## src/rtl/bch_peterson_solver.sv

```systemverilog
// Peterson key-equation solver for BCH(15,5) t=3: odd syndromes in, error-locator sigma(x) out.
// Latency 11 cycles accept-to-out_valid; in_ready only in IDLE, result held until out_ready.
module bch_peterson_solver #(
    parameter int         M         = 4,
    parameter logic [M:0] PRIM_POLY = 5'b10011
) (
    input  logic         clk,
    input  logic         rst_n,
    input  logic         in_valid,
    output logic         in_ready,
    input  logic [M-1:0] s1,
    input  logic [M-1:0] s3,
    input  logic [M-1:0] s5,
    output logic         out_valid,
    input  logic         out_ready,
    output logic [M-1:0] sigma1,
    output logic [M-1:0] sigma2,
    output logic [M-1:0] sigma3,
    output logic [1:0]   err_count,
    output logic         uncorrectable
);
    typedef enum logic [1:0] {IDLE, CALC, DONE} state_t;

    state_t       state_q, state_d;
    logic [3:0]   step_q, step_d;
    logic [M-1:0] s1_q, s3_q, s5_q, t2_q, t3_q, d_q, n_q, t5_q;
    logic [M-1:0] d2_q, d4_q, d8_q, p_q, inv_q, sig2_q;
    logic [M-1:0] sigma1_q, sigma2_q, sigma3_q;
    logic [1:0]   err_count_q;
    logic         unc_q;

    logic [M-1:0] mul_a, mul_b, prod;
    logic [M-1:0] res1, res2, res3;
    logic [1:0]   res_cnt;
    logic         res_unc;
    logic         accept, last_step;

    function automatic logic [M-1:0] gf_mul(input logic [M-1:0] a, input logic [M-1:0] b);
        logic [M-1:0] r;
        r = '0;
        for (int i = M - 1; i >= 0; i--) begin
            r = r[M-1] ? ({r[M-2:0], 1'b0} ^ PRIM_POLY[M-1:0]) : {r[M-2:0], 1'b0};
            if (b[i]) r = r ^ a;
        end
        return r;
    endfunction

    assign in_ready  = (state_q == IDLE);
    assign accept    = in_valid && in_ready;
    assign last_step = (state_q == CALC) && (step_q == 4'd10);

    // Operand schedule for the single shared multiplier.
    always_comb begin
        mul_a = s1_q;
        mul_b = s1_q;
        case (step_q)
            4'd0:    begin mul_a = s1_q;   mul_b = s1_q;  end
            4'd1:    begin mul_a = t2_q;   mul_b = s1_q;  end
            4'd2:    begin mul_a = t2_q;   mul_b = s3_q;  end
            4'd3:    begin mul_a = t3_q;   mul_b = t2_q;  end
            4'd4:    begin mul_a = d_q;    mul_b = d_q;   end
            4'd5:    begin mul_a = d2_q;   mul_b = d2_q;  end
            4'd6:    begin mul_a = d4_q;   mul_b = d4_q;  end
            4'd7:    begin mul_a = d2_q;   mul_b = d4_q;  end
            4'd8:    begin mul_a = p_q;    mul_b = d8_q;  end
            4'd9:    begin mul_a = n_q;    mul_b = inv_q; end
            4'd10:   begin mul_a = s1_q;   mul_b = sig2_q; end
            default: begin mul_a = s1_q;   mul_b = s1_q;  end
        endcase
        prod = gf_mul(mul_a, mul_b);
    end

    // Classify the syndromes; prod holds S1*sig2 during the final step.
    always_comb begin
        res1    = '0;
        res2    = '0;
        res3    = '0;
        res_cnt = 2'd0;
        res_unc = 1'b0;
        if (d_q != '0) begin
            res1    = s1_q;
            res2    = sig2_q;
            res3    = d_q ^ prod;
            res_cnt = ((d_q ^ prod) != '0) ? 2'd3 : 2'd2;
        end else if (s5_q == t5_q) begin
            res1    = s1_q;
            res_cnt = (s1_q != '0) ? 2'd1 : 2'd0;
        end else begin
            res_unc = 1'b1;
        end
    end

    always_comb begin
        state_d = state_q;
        step_d  = step_q;
        case (state_q)
            IDLE: if (accept) begin
                state_d = CALC;
                step_d  = 4'd0;
            end
            CALC: if (last_step) begin
                state_d = DONE;
                step_d  = 4'd0;
            end else begin
                step_d = step_q + 4'd1;
            end
            DONE: if (out_ready) state_d = IDLE;
            default: begin
                state_d = IDLE;
                step_d  = 4'd0;
            end
        endcase
    end

    always_ff @(posedge clk or negedge rst_n) begin
        if (!rst_n) begin
            state_q <= IDLE;
            step_q  <= 4'd0;
        end else begin
            state_q <= state_d;
            step_q  <= step_d;
        end
    end

    always_ff @(posedge clk or negedge rst_n) begin
        if (!rst_n) begin
            s1_q <= '0; s3_q <= '0; s5_q <= '0; t2_q <= '0; t3_q <= '0;
            d_q  <= '0; n_q  <= '0; t5_q <= '0; d2_q <= '0; d4_q <= '0;
            d8_q <= '0; p_q  <= '0; inv_q <= '0; sig2_q <= '0;
            sigma1_q <= '0; sigma2_q <= '0; sigma3_q <= '0;
            err_count_q <= 2'd0; unc_q <= 1'b0;
        end else if (accept) begin
            s1_q <= s1;
            s3_q <= s3;
            s5_q <= s5;
        end else if (state_q == CALC) begin
            case (step_q)
                4'd0: t2_q <= prod;
                4'd1: begin t3_q <= prod; d_q <= prod ^ s3_q; end
                4'd2: n_q <= prod ^ s5_q;
                4'd3: t5_q <= prod;
                4'd4: d2_q <= prod;
                4'd5: d4_q <= prod;
                4'd6: d8_q <= prod;
                4'd7: p_q <= prod;
                4'd8: inv_q <= prod;
                4'd9: sig2_q <= prod;
                4'd10: begin
                    sigma1_q    <= res1;
                    sigma2_q    <= res2;
                    sigma3_q    <= res3;
                    err_count_q <= res_cnt;
                    unc_q       <= res_unc;
                end
                default: ;
            endcase
        end
    end

    assign out_valid     = (state_q == DONE);
    assign sigma1        = sigma1_q;
    assign sigma2        = sigma2_q;
    assign sigma3        = sigma3_q;
    assign err_count     = err_count_q;
    assign uncorrectable = unc_q;
endmodule

```

## config.mk

```make
export PLATFORM = sky130hd
export DESIGN_NAME = bch_peterson_solver
export DESIGN_NICKNAME = d
export VERILOG_FILES = /design/src/rtl/bch_peterson_solver.sv
export SDC_FILE = /design/constraint.sdc
export NUM_CORES = 1
export LEC_CHECK = 0
export BUFFER_PORTS_ARGS = -buffer_cell sky130_fd_sc_hd__buf_4
export CELL_PAD_IN_SITES_DETAIL_PLACEMENT = 1
export CELL_PAD_IN_SITES_GLOBAL_PLACEMENT = 1
export CORE_AREA = 2 2 102 104
export CTS_CLUSTER_SIZE = 16
export DETAILED_ROUTE_END_ITERATION = 8
export DIE_AREA = 0 0 104 106
export PLACE_DENSITY_LB_ADDON = 0.1
export SLEW_MARGIN = 20
export SYNTH_ARGS = -nofsm -noshare
export SYNTH_HDL_FRONTEND = slang
export SYNTH_SLANG_ARGS = --single-unit
```

## constraint.sdc

```tcl
create_clock -name clk -period 3.2 [get_ports clk]
set_clock_uncertainty 0.1 [all_clocks]
set_input_delay 0.48 -clock clk [delete_from_list [all_inputs] [get_ports clk]]
set_output_delay 0.48 -clock clk [all_outputs]
set_load 0.005 [all_outputs]
```

==> reports/qor.yml <==
yosys:
  syn_area_um2: 4170
  async_flop_share_pct: 100
  synth_edf_count: 0
  syn_inst: 412
  ys_top_cells_by_count: "dfrtp_1 (77), nand2_1 (61), o21ai_0 (47), mux2_2 (23), a21oi_1 (21)"
  yosysTopAreaCell: "dfrtp_1"
  syn_nets: 433
  ys_warn_count: 0
  synth.avg_cell_area_um2: 10.1
  synth.distinct_cells: 60
  synth_seq_area_share_pct: 46.2
  synth_top_area_share_pct: 46.2
  synth_seq_cells: 77
  yosysMostFrequentCell: "dfrtp_1"
  netlist_top_cells_area: "dfrtp_1 (46%), mux2_2 (6.2%), o21ai_0 (5.6%)"
  synth_flop_cell: "dfrtp_1"
clock_network:
  insertion_delay_ps: 380
  h-tree-depth: 3
  cts_hold_buffers: 0
  cts_buffer_depth: 2
  cts_root_buffer: "clkbuf_8"
  clk_pin_slew_ps: 80
  cts_tree: "done"
  clkSinkCount: 77
  numCtsBuffers: 9
setup_path:
  cp_slowest_cell: "a222oi_1"
  critPathRequiredTime_ps: 3400
  crit_chain: "ha_4 > buf_12 > or2_4 > a222oi_1 > o32a_1 > buf_6 > a21oi_4 > xnor2_2 > xor2_2 > xnor2_2 > buf_4 > mux2_4 > a31oi_1"
  crit_path_start_kind: "register"
  cp.arrival_ps: 3590
  cpPeakStageDelay_ps: 480
  crit_type: "register to register"
  cpMostUsedCell: "xnor2_2"
  end_kind: "register"
  cp_max_fo: 4
floorplanning:
  fp.dieH_um: 106
  dieWidth_um: 104
  num_rows: 37
  die_area_um2: 11000
  io_pins: 33
  initial_utilization_pct: 41.7
  core_um2: 10000
sta:
  rsz0062_at_grt: "yes"
  whs_ps: 123
  report.final.slew_viol_count: 0
  min_period_ps: 3390
  setup_ws_ps: -189
  relSlewSlack_pct: 34.6
  max_freq_ghz: 0.295
  finalCritPeriodShare_pct: 106
  hold_violations: 0
  tightest_slew_ps: 981
  setup_viol: 41
detailed_routing:
  dr.first_iter.drc_count: 231
  drc: 0
  drt-total-wl_mm: 13.8
  vias: 3696
  antenna_left: 0
  vias_per_cell: 5.69
  wl_per_cell_um: 21.3
  dr.pass1.iters: 5
run:
  cap_violations: 0
place:
  dpl.hpwl_mm: 9.58
  io_buffer_count: 32
  dpl-instance-area_um2: 4860
  gp_congestion: 0.862
layout:
  layout-area-overhead-vs-synth_pct: 33.1
  layout.nets: 529
  antenna_cells: 0
  drive_gt1_share_pct: 40.0
  design_area_um2: 5550
grt:
  grt_usage_pct: 26.2
  grt_max_degree: 78
  grt_pass1_wl_mm: 22.0
  grt_pass1_vias: 3917
  grt_overflow: 0
  antenna_found_initial: 0
run_status:
  violations: "negative setup slack"
  status: "finished with violations"
min_path:
  hp-class: "input port to asynchronous set/reset pin"
-- cells by family (layout without fill, tap and decap cells) --
kind of cell,Yosys count,after routing,synth area share [%]
AO/OA/AOI/OAI,131,131,22.5
AND/OR/NAND/NOR,117,117,13.2
flip-flops,77,77,46.2
buffers and inverters,29,130,3.30
XOR/XNOR,28,28,6.42
multiplexers,25,25,6.81
adder cells (fa/ha/maj),5,5,1.50
-- path summary, 6_finish.rpt --
check | start | slack (ps) | end | cells past startpoint
worst max-delay path | step_q[1]$_DFFE_PN0P_ | -190 | err_count[0]$_DFFE_PN0P_ | 13
worst min-delay path | rst_n | 120 | sigma2[1]$_DFFE_PN0P_ | 1
worst max register to register | step_q[1]$_DFFE_PN0P_ | -190 | err_count[0]$_DFFE_PN0P_ | 13
worst min register to register | d8_q[0]$_DFFE_PN0P_ | 390 | d8_q[0]$_DFFE_PN0P_ | 2
max in group asynchronous | rst_n | 2120 | step_q[0]$_DFFE_PN0P_ | 1
min in group clk | out_ready | 180 | state_q[1]$_DFFE_PN0P_ | 2
-- critical path: cells and delay by family, from the launching register on --
| kind | cells | cell delay [ps] |
|---|---|---|
| simple gates | 1 | 240 |
| buf+inv | 3 | 430 |
| fa+ha+maj | 1 | 200 |
| flops | 1 | 460 |
| xor+xnor | 3 | 580 |
| compound gates | 4 | 1020 |
| mux | 1 | 290 |
-- metal layers --
layer | vias up | GRT usage, % | share of wire (%) | wire (um)
met5 | - | 0 | 0 | 0
met2 | 98 | 44.3 | 50 | 6940
met4 | 0 | 8.69 | 2.0 | 279
met1 | 1890 | 34.2 | 44 | 6090
li1 | 1686 | - | - | -
met3 | 22 | 4.78 | 3.8 | 528
-- timing repair --
item	CTS	global route
resized for setup	39	51
endpoints found under the setup margin	44	49
gates cloned	1	0
pin swaps	17	25
setup buffers	17	7
-- placed cells by master (no fill, tap or decap), types with 4 or more instances in the layout --
cell | netlist | routed
buf_4 | 2 | 90
dfrtp_1 | 77 | 75
nand2_1 | 61 | 61
o21ai_0 | 47 | 25
mux2_2 | 23 | 23
o21ai_1 | 3 | 20
a21oi_1 | 21 | 16
nor2_1 | 17 | 15
buf_6 | 1 | 12
a22oi_1 | 12 | 11
xnor2_2 | 2 | 11
clkbuf_8 | 0 | 11
a22o_1 | 9 | 9
xor2_1 | 10 | 7
inv_1 | 8 | 6
nand3_1 | 6 | 6
xnor2_1 | 15 | 6
o21ai_2 | 0 | 5
a21oi_2 | 3 | 5
nand2b_1 | 4 | 4
nand3b_1 | 4 | 4
and2_1 | 4 | 4
xor2_2 | 1 | 4
ha_4 | 0 | 4
-- final cells by class --
cell class / instances / area (um2)
fillers: 1133 / 4450
multi-input cells: 306 / 2370
flip-flops and latches: 77 / 1930
repair buffers: 106 / 871
well taps: 136 / 170
clock buffers: 12 / 155
inverters: 8 / 30.0
clock inverters: 4 / 22.5
-- per-stage QoR --
step / utilization (%) / TNS (ps) / instances / setup WS, ps
floorplan: - / 0 / 412 / 13.7
global placement: 48.6 / -1210 / 608 / -140
detailed placement: 48.6 / -4490 / 608 / -255
CTS: 53.2 / -141 / 642 / -45.0
global route: 55.5 / -7550 / 649 / -247
finish: 55.5 / -3870 / 649 / -189
Power is not shown: default switching activity piles up to over one toggle a cycle in this logic, so the estimate is an artifact.
